==> src/rtl/pr_bridge_pkg.sv <==
// Shared definitions for the peripheral bridge: register map, CTRL layout,
// timer FSM encoding and the bus request/readback structs.
package pr_bridge_pkg;

    localparam int NUM_TC = 2;

    localparam logic [1:0] REG_CTRL   = 2'd0;
    localparam logic [1:0] REG_PRESET = 2'd1;
    localparam logic [1:0] REG_COUNT  = 2'd2;

    localparam int CTRL_W        = 4;
    localparam int CTRL_EN       = 0;
    localparam int CTRL_MODE_LSB = 1;
    localparam int CTRL_IM       = 3;

    localparam logic [1:0] MODE_ONESHOT = 2'b00;
    localparam logic [1:0] MODE_RELOAD  = 2'b01;

    localparam logic [1:0] ST_IDLE = 2'd0;
    localparam logic [1:0] ST_LOAD = 2'd1;
    localparam logic [1:0] ST_CNT  = 2'd2;
    localparam logic [1:0] ST_INT  = 2'd3;

    typedef struct packed {
        logic        ctrl_we;
        logic        preset_we;
        logic [31:0] wdata;
    } tc_wr_t;

    typedef struct packed {
        logic [CTRL_W-1:0] ctrl;
        logic [31:0]       preset;
        logic [31:0]       count;
    } tc_regs_t;

    function automatic logic [31:0] reg_rdata(input tc_regs_t r, input logic [1:0] sel);
        case (sel)
            REG_CTRL:   return {{(32-CTRL_W){1'b0}}, r.ctrl};
            REG_PRESET: return r.preset;
            REG_COUNT:  return r.count;
            default:    return 32'h0;
        endcase
    endfunction

endpackage

==> src/rtl/pr_timer.sv <==
// One count-down timer: CTRL/PRESET/COUNT registers, IDLE/LOAD/CNT/INT
// sequencer and the masked interrupt output.
module pr_timer
    import pr_bridge_pkg::*;
(
    input  logic     clk,
    input  logic     rst,
    input  tc_wr_t   wr,
    output tc_regs_t regs,
    output logic     irq
);

    logic [1:0]        state_q, state_d;
    logic [CTRL_W-1:0] ctrl_q, ctrl_d;
    logic [31:0]       preset_q, preset_d;
    logic [31:0]       count_q, count_d;
    logic              flag_q, flag_d;
    logic              reload;
    logic              en_eff;

    always_comb begin
        state_d  = state_q;
        ctrl_d   = ctrl_q;
        preset_d = preset_q;
        count_d  = count_q;
        flag_d   = flag_q;
        reload   = (ctrl_q[CTRL_MODE_LSB +: 2] == MODE_RELOAD);
        // A disabling CTRL write freezes COUNT on the very edge that takes it.
        en_eff   = wr.ctrl_we ? wr.wdata[CTRL_EN] : ctrl_q[CTRL_EN];

        if (wr.ctrl_we && !reload)
            flag_d = 1'b0;

        case (state_q)
            ST_IDLE: begin
                if (ctrl_q[CTRL_EN])
                    state_d = ST_LOAD;
            end
            ST_LOAD: begin
                count_d = preset_q;
                state_d = ST_CNT;
            end
            ST_CNT: begin
                if (!en_eff) begin
                    state_d = ST_IDLE;
                end else if (count_q == 32'h0) begin
                    state_d = ST_INT;
                    flag_d  = 1'b1;
                end else begin
                    count_d = count_q - 32'd1;
                end
            end
            default: begin
                if (reload) begin
                    flag_d  = 1'b0;
                    state_d = ST_LOAD;
                end else begin
                    ctrl_d[CTRL_EN] = 1'b0;
                    state_d         = ST_IDLE;
                end
            end
        endcase

        // Bus write lands after the FSM so it overrides the one-shot EN clear.
        if (wr.ctrl_we)
            ctrl_d = wr.wdata[CTRL_W-1:0];
        if (wr.preset_we)
            preset_d = wr.wdata;
    end

    always_ff @(posedge clk) begin
        if (rst) begin
            state_q  <= ST_IDLE;
            ctrl_q   <= '0;
            preset_q <= '0;
            count_q  <= '0;
            flag_q   <= 1'b0;
        end else begin
            state_q  <= state_d;
            ctrl_q   <= ctrl_d;
            preset_q <= preset_d;
            count_q  <= count_d;
            flag_q   <= flag_d;
        end
    end

    assign regs.ctrl   = ctrl_q;
    assign regs.preset = preset_q;
    assign regs.count  = count_q;
    assign irq         = flag_q & ctrl_q[CTRL_IM];

endmodule

==> src/rtl/pr_bridge.sv <==
// MEM-stage peripheral bridge: decodes the Pr* bus onto two timers and
// returns their registers combinationally; HWInt carries the timer irqs.
module pr_bridge
    import pr_bridge_pkg::*;
#(
    parameter logic [31:0] TC0_BASE = 32'h0000_7f00,
    parameter logic [31:0] TC1_BASE = 32'h0000_7f10
) (
    input  logic        Clk,
    input  logic        Rst,
    input  logic [31:0] PrAddr,
    input  logic [31:0] PrWData,
    input  logic [3:0]  PrMask,
    input  logic        PrWrite,
    output logic [31:0] PrRData,
    output logic [1:0]  HWInt
);

    localparam logic [NUM_TC-1:0][31:0] TC_BASE = {TC1_BASE, TC0_BASE};

    logic [NUM_TC-1:0]           hit;
    tc_wr_t   [NUM_TC-1:0]       tc_wr;
    tc_regs_t [NUM_TC-1:0]       tc_regs;
    logic [1:0]                  reg_sel;
    logic                        wr_ok;
    logic [1:0]                  unused_addr_bits;

    assign unused_addr_bits = PrAddr[1:0];

    always_comb begin
        reg_sel = PrAddr[3:2];
        // Partial-word writes are dropped entirely.
        wr_ok   = PrWrite && (PrMask == 4'b1111);
        PrRData = 32'h0;
        for (int i = 0; i < NUM_TC; i++) begin
            hit[i]             = (PrAddr[31:4] == TC_BASE[i][31:4]);
            tc_wr[i].ctrl_we   = wr_ok && hit[i] && (reg_sel == REG_CTRL);
            tc_wr[i].preset_we = wr_ok && hit[i] && (reg_sel == REG_PRESET);
            tc_wr[i].wdata     = PrWData;
            if (hit[i])
                PrRData = PrRData | reg_rdata(tc_regs[i], reg_sel);
        end
    end

    generate
        for (genvar g = 0; g < NUM_TC; g++) begin : g_tc
            pr_timer u_tmr (
                .clk  (Clk),
                .rst  (Rst),
                .wr   (tc_wr[g]),
                .regs (tc_regs[g]),
                .irq  (HWInt[g])
            );
        end
    endgenerate

endmodule

==> config.mk <==
export PLATFORM = sky130hd
export DESIGN_NAME = pr_bridge
export DESIGN_NICKNAME = d
export VERILOG_FILES = /design/src/rtl/pr_bridge_pkg.sv /design/src/rtl/pr_timer.sv /design/src/rtl/pr_bridge.sv
export SDC_FILE = /design/constraint.sdc
export NUM_CORES = 1
export LEC_CHECK = 0
export BUFFER_PORTS_ARGS = -buffer_cell sky130_fd_sc_hd__buf_2
export CELL_PAD_IN_SITES_DETAIL_PLACEMENT = 2
export CELL_PAD_IN_SITES_GLOBAL_PLACEMENT = 2
export CORE_MARGIN = 2
export CORE_UTILIZATION = 32
export CTS_BUF_LIST = sky130_fd_sc_hd__clkbuf_8
export DETAILED_ROUTE_END_ITERATION = 6
export PLACE_DENSITY = 0.79
export SYNTH_ARGS = -nofsm -noshare
export SYNTH_HDL_FRONTEND = slang
export SYNTH_SLANG_ARGS = --single-unit
==> constraint.sdc <==
create_clock -name Clk -period 2.3 [get_ports Clk]
set_clock_uncertainty 0.05 [all_clocks]
set_input_delay 0.46 -clock Clk [delete_from_list [all_inputs] [get_ports Clk]]
set_output_delay 0.46 -clock Clk [all_outputs]
set_load 0.01 [all_outputs]
==> Word-level counts from Yosys, hierarchy flattened <==
Cells that the tools add are included.
{ "totals": {"regBits": 142, "ramBits": 0, "inputBits": 71, "mem_bits_ro": 0, "latchBits": 0, "out_inout_bits": 34, "memories": 0} }
{ "classes": {"n_bitwise": 3, "n_reduce_logical": 28, "mux": 39, "div_mod_pow": 0, "addsub": 2, "n_shift": 0, "eq_ne": 23, "mul": 0, "n_lt_le_gt_ge": 0} }
{ "op_table": {"columns": ["op", "count"], "rows": [
  ["2-to-1 mux 32 bit", 7],
  ["one-hot mux 32 bit (3 select lines)", 2],
  ["one-hot mux 32 bit (2 select lines)", 2],
  ["zero test 32 bit", 2],
  ["subtractor 32 x 1 -> 32 bit (second input constant)", 2],
  ["equality test 28 x 11 -> 1 bit (second input constant)", 2],
  ["OR 32 bit", 1],
  ["2-to-1 mux 1 bit", 18],
  ["inequality test 2 x 1 -> 1 bit (second input constant)", 8],
  ["2-to-1 mux 2 bit", 6],
  ["one-hot mux 2 bit (3 select lines)", 2],
  ["equality test 2 x 1 -> 1 bit (second input constant)", 5],
  ["logical AND 1 bit", 9],
  ["AND reduction 2 bit", 4],
  ["equality test 2 bit (second input constant)", 3],
  ["zero test 2 bit", 3],
  ["inequality test 3 bit (second input constant)", 2],
  ["AND reduction 3 bit", 2],
  ["OR reduction 3 bit", 2],
  ["equality test 4 bit (second input constant)", 1],
  ["inequality test 2 bit (second input constant)", 2],
  ["one-hot mux 1 bit (2 select lines)", 2],
  ["nonzero test 2 bit", 2],
  ["OR reduction 2 bit", 2],
  ["other kinds (2)", 4]
]} }

==> Longest topological paths before layout <==
{ "depth": {"depth_word": 9, "mapped_depth": 10, "ltp_nobuf": 8} }

==> Modules after synthesis <==
Synthesis repeated with hierarchy kept, for this count alone.
{ "unflattened": {"hier_cells": 1075, "hier_area_um2": 8245.4} }
{ "modules_own_cells": {"columns": ["module", "seq_area_each_um2", "n_inst", "area_each_um2", "cells_per_inst"], "rows": [
  ["pr_timer", 1421.4, 2, 3500.9, 446],
  ["pr_bridge", 0.0, 1, 1243.7, 183]
]} }

==> Worst setup path after synthesis <==
Ideal clock, no wire load.
{ "synth_path": {"path_type": "input-to-reg", "from": "input PrAddr[17]", "to": "register g_tc[0].u_tmr.state_q[0]", "n_path_buf": 0, "cell_stages": 6, "setup_time_ns": 0.123, "arrival_ns": 2.276, "setup_slack_ns": -0.150, "path_cell_list": "nor4_2 -> nand4_2 -> or4_1 -> a21oi_2 -> a21o_1 -> mux2_1"} }
{ "synth_via": {"elab_chain_cells": 6} }
{ "synth_lines": {"columns": ["element", "line", "text"], "rows": [
  ["start: declaration", "pr_bridge.sv:11", "input logic [31:0] PrAddr,"],
  ["equality test 28 x 11 -> 1 bit (*)", "pr_bridge.sv:36", "hit[i] = (PrAddr[31:4] == TC_BASE[i][31:4]);"],
  ["logical AND 1 bit (*) (2 in a row)", "pr_bridge.sv:37", "tc_wr[i].ctrl_we = wr_ok && hit[i] && (reg_sel == REG_CTRL);"],
  ["2-to-1 mux 1 bit (*)", "pr_timer.sv:29", "en_eff = wr.ctrl_we ? wr.wdata[CTRL_EN] : ctrl_q[CTRL_EN];"],
  ["2-to-1 mux 2 bit or inequality test 3 bit (tied branches)", null, null],
  ["one-hot mux 2 bit (3 select lines) or AND reduction 2 bit (tied branches)", null, null],
  ["end signal: assignment", "pr_timer.sv:79", "state_q <= state_d;"],
  ["end: declaration", "pr_timer.sv:13", "logic [1:0] state_q, state_d;"]
]} }
Mark *: on every way between the ends. The rest lies on a longest branch, timed or not.
A chain may end at the register's enable or synchronous reset.

==> Worst setup path after layout <==
{ "layout_path": {"from": "register g_tc[1].u_tmr.count_q[6]", "to": "register g_tc[1].u_tmr.count_q[26]"} }
{ "layout_via": {"elab_chain_cells": 4} }
{ "layout_lines": {"columns": ["element", "line", "text"], "rows": [
  ["start: declaration", "pr_timer.sv:16", "logic [31:0] count_q, count_d;"],
  ["start signal: assignment", "pr_timer.sv:82", "count_q <= count_d;"],
  ["subtractor 32 x 1 -> 32 bit", "pr_timer.sv:50", "count_d = count_q - 32'd1;"],
  ["2-to-1 mux 32 bit", "pr_timer.sv:46", "end else if (count_q == 32'h0) begin"],
  ["2-to-1 mux 32 bit", "pr_timer.sv:44", "if (!en_eff) begin"],
  ["one-hot mux 32 bit (2 select lines)", "pr_timer.sv:34", "case (state_q)"]
]} }
Parallel ways exist; a longest one is shown, timed or not. The select of a mux whose other input is x is not followed.

==> impl_results.md <==
* DP Area at 0.01099 mm²
* Htree depth at 4
* Total clock sinks at 142
* FMAX at 0.2405 GHz
* Synth cell types at 88
* CTS tree: yes
* Cell area after synthesis at 0.008558 mm²
* Syn_area_per_cell at 7.991 µm²
* Max cap viols at 2
* Total grt overflow at 0
* Post-synthesis sequential area ratio at 33.22%
* Area grow syn2layout at 68.42%
* Met2 Usage GRT at 72.81%
* Launch point of the worst path: g_tc[1].u_tmr.count_q[6]
* Mux share of post-synthesis cell area at 6.784%
* Finished Cell Area at 0.01441 mm²
* Detailed Route WL at 80560 µm
* Count of pins over their slew limit at 4
* Pre-CTS setup slack at -0.5151 ns
* Final cell count without fillers at 1727
* Die height at 167.5 µm
* M1 GR Usage at 51.10%
* Placer Congestion at 0.9290
* Final worst setup slack at -1.857 ns
* Critical path endpoint category: flip-flop
* Hold Violations, Final at 0
* Worst vdd ir at 0.4693 mV
* LEAKAGE at 5.557 nW
* GRT Total Usage at 43.96%
* Starting Density at 32.75%
* GRT met3 Usage at 11.16%
* DRT iter0 DRCs at 2209
* Critical Path RT at 2.68 ns
* Post-Synth XOR/XNOR Area at 0%
* Yosys warns at 0
* Initial antenna violation count at 8
* Ports at 105
* Number of buffers created by CTS at 17
* Mapped Nets at 1154
* Vias per inst at 7.650
* Core area at 0.02613 mm²
* Layout cells sized above 1 at 50.97%
* Slew headroom at -13.30%
* Failing checks: design-rule violations, max-capacitance violations, max-slew violations, negative setup slack
* Grt peak-use layer: met2
* Unrepaired setup endpoints after global routing: yes
* Die Width at 167.5 µm
* Post-synth EDFFs at 0
* Total die area at 0.02807 mm²
* Adder-Cell Fraction of Synth Area at 1.754%
* CTS root buf: clkbuf_8
* Post-route DRC at 2
* Clk buf depth at 2
* Reg2reg setup slack at -1.86 ns
* Final #Nets at 1456
* Hold/Removal Path Class: input pin to flip-flop
* Power per cell area at 868.6 mW/mm²
* Reg-to-reg endpoint: g_tc[1].u_tmr.count_q[26]
* IO Port Bufs at 102
* Setup TNS at -44.83 ns
* Startpoint Class: flip-flop
* Via Count at 13210
* Arr. time, crit path at 4.54 ns
* Clock-pin transition on the worst setup and hold timing paths at 0.11 ns
* Antenna Violating Nets Remaining at 0
* Worst skew pair latency at 0.54 ns
* Outcome: finished, violations left
* Min Tclk post-route at 4.157 ns
* Top FF cell, synth: dfxtp_1
* Reg2reg path depth at 8
* Crit path to: g_tc[1].u_tmr.count_q[26]
* Critical path peak fanout at 5
* Largest family of logic cells by synthesized area: compound AO/OA/AOI/OAI gates
* Placed insts at 1618
* Most common cell after layout, fill and taps aside: buf_4
* Final period utilization at 180.7%
* Setup-failing EPs final at 138
* CTS Hold Buffers Added at 0
* Fillers at 2607
* Post-Synth Simple-Gate Area at 23.57%
* TritonRoute pass-1 iters at 7
* Vias in the first global route at 12780
* Worst-Margin Slew at 1.682 ns
* Async S/R FF share, synth at 0%
* Largest net degree at the start of global routing at 50
* Most frequent cells in the layout: buf_4 (193), dfxtp_1 (135), nand2_1 (97)
* Routed len/inst at 46.65 µm
* Synth Register Bits at 142
* RR Startpoint: g_tc[1].u_tmr.count_q[6]
* Detailed Place HPWL at 32110 µm
* Crit Path Class: flip-flop to flip-flop
* Post-synthesis cell count at 1071
* First-pass GRT wire length at 91780 µm
* Compound-cell area share of the yosys netlist at 28.52%
* Rows at 59
per-stage QoR:
step | power (mW) | hold slack [ns] | utilization [%]
global route | 12.56 | 0.1678 | 55.14
detailed placement | 6.684 | 0.4284 | 42.06
CTS | 10.23 | 0.2062 | 49.40
global placement | 6.434 | 0.4057 | 42.06
floorplan | 4.746 | 0.3891 | -
finish | 12.52 | 0.1755 | 55.16
registers in the layout, indices dropped and copies added, names as in the netlist:
register / flops
g_tc.u_tmr.count_q: 64
g_tc.u_tmr.preset_q: 64
g_tc.u_tmr.ctrl_q: 8
g_tc.u_tmr.state_q: 4
g_tc.u_tmr.flag_q: 2
what timing repair did:
| item | CTS | global route |
|---|---|---|
| gates resized for setup | 209 | 257 |
| setup buffers | 31 | 30 |
| pin swaps | 65 | 117 |
| gates cloned | 10 | 5 |
| endpoints found under the hold margin | 0 | 0 |
| endpoints found under the setup margin | 100 | 133 |
power by group:
part	internal (mW)	switching, mW	total [mW]
Clock	1.21	1.33	2.54
Sequential	2.55	0.137	2.69
Combinational	2.54	4.75	7.29
Total	6.31	6.21	12.5
cells in the mapped netlist, drive strengths merged, types with 3 or more instances:
| library cell | number | area share, % |
|---|---|---|
| dfxtp | 142 | 33 |
| nand2 | 136 | 6.1 |
| a21oi | 89 | 5.2 |
| nor2 | 83 | 3.7 |
| clkbuf | 61 | 2.9 |
| a22oi | 60 | 5.3 |
| mux2i | 49 | 5.7 |
| o21ai | 41 | 2.7 |
| o22ai | 38 | 2.9 |
| nor3 | 35 | 2.2 |
| nor4 | 32 | 2.7 |
| buf | 26 | 1.9 |
| inv | 26 | 1.1 |
| nand3 | 20 | 1.2 |
| o211ai | 16 | 1.8 |
| a211oi | 14 | 1.2 |
| o32ai | 14 | 1.4 |
| or3 | 14 | 1.0 |
| a31oi | 12 | 0.88 |
| ha | 12 | 1.8 |
| and3 | 10 | 0.75 |
| nand2b | 10 | 0.73 |
| o311ai | 10 | 1.0 |
| nand4 | 9 | 0.80 |
| nor2b | 9 | 0.66 |
| o31ai | 8 | 0.70 |
| or2 | 8 | 0.58 |
| and4 | 7 | 0.72 |
| a21o | 6 | 0.53 |
| a31o | 6 | 0.61 |
| a311oi | 5 | 0.58 |
| a32o | 5 | 0.58 |
| o41ai | 5 | 0.60 |
| or4 | 5 | 0.53 |
| and2 | 4 | 0.29 |
| mux2 | 4 | 0.53 |
| nand4b | 4 | 0.41 |
| nand3b | 3 | 0.26 |
| nor4b | 3 | 0.45 |
| o41a | 3 | 0.39 |
kinds of logic (layout without fill, tap and decap cells):
family | count (synthesis) | in the layout
other | 0 | 7
DFF | 142 | 142
buffers and inverters | 115 | 426
AOI/OAI and AO/OA | 351 | 351
muxes | 55 | 55
adders and majority gates | 12 | 12
and+or+nand+nor | 396 | 399
worst min-delay path by stage:
stage | from | to | slack [ns] | depth (start not counted)
floorplan | g_tc[1].u_tmr.ctrl_q[2] | g_tc[1].u_tmr.ctrl_q[2] | 0.39 | 2
global placement | g_tc[1].u_tmr.ctrl_q[2] | g_tc[1].u_tmr.ctrl_q[2] | 0.41 | 2
detailed placement | g_tc[0].u_tmr.preset_q[12] | g_tc[0].u_tmr.preset_q[12] | 0.43 | 2
CTS | PrWData[19] | g_tc[0].u_tmr.preset_q[19] | 0.21 | 3
global route | PrWData[25] | g_tc[0].u_tmr.preset_q[25] | 0.17 | 3
finish | PrWData[25] | g_tc[0].u_tmr.preset_q[25] | 0.18 | 3
final cells by class:
type / count / area (µm²) / area share (%)
Clock inverter: 13 / 186.4 / 1.293
Multi-Input combinational cell: 817 / 7328 / 50.84
Inverter: 26 / 97.59 / 0.6771
Sequential cell: 142 / 2856 / 19.82
Clock buffer: 18 / 247.7 / 1.719
Timing Repair Buffer: 369 / 3261 / 22.62
Antenna cell: 7 / 17.52 / 0.1215
Tap cell: 335 / 419.2 / 2.908
routing by layer:
| layer | share of wire [%] | vias up |
|---|---|---|
| met5 | 0.28 | - |
| met4 | 10 | 18 |
| met3 | 13 | 644 |
| met2 | 42 | 1428 |
| met1 | 34 | 6461 |
| li1 | - | 4661 |
critical path, cell delays in order (launching register included):
cell     delay [ns]
dfxtp_1        0.39
nor3_1         0.44
buf_4          0.24
nand4_1        0.51
or2_4          0.49
buf_4          0.18
nor3_1         1.23
a21oi_1        0.26
o32ai_2        0.27
Power figures use the tool's default switching activity.
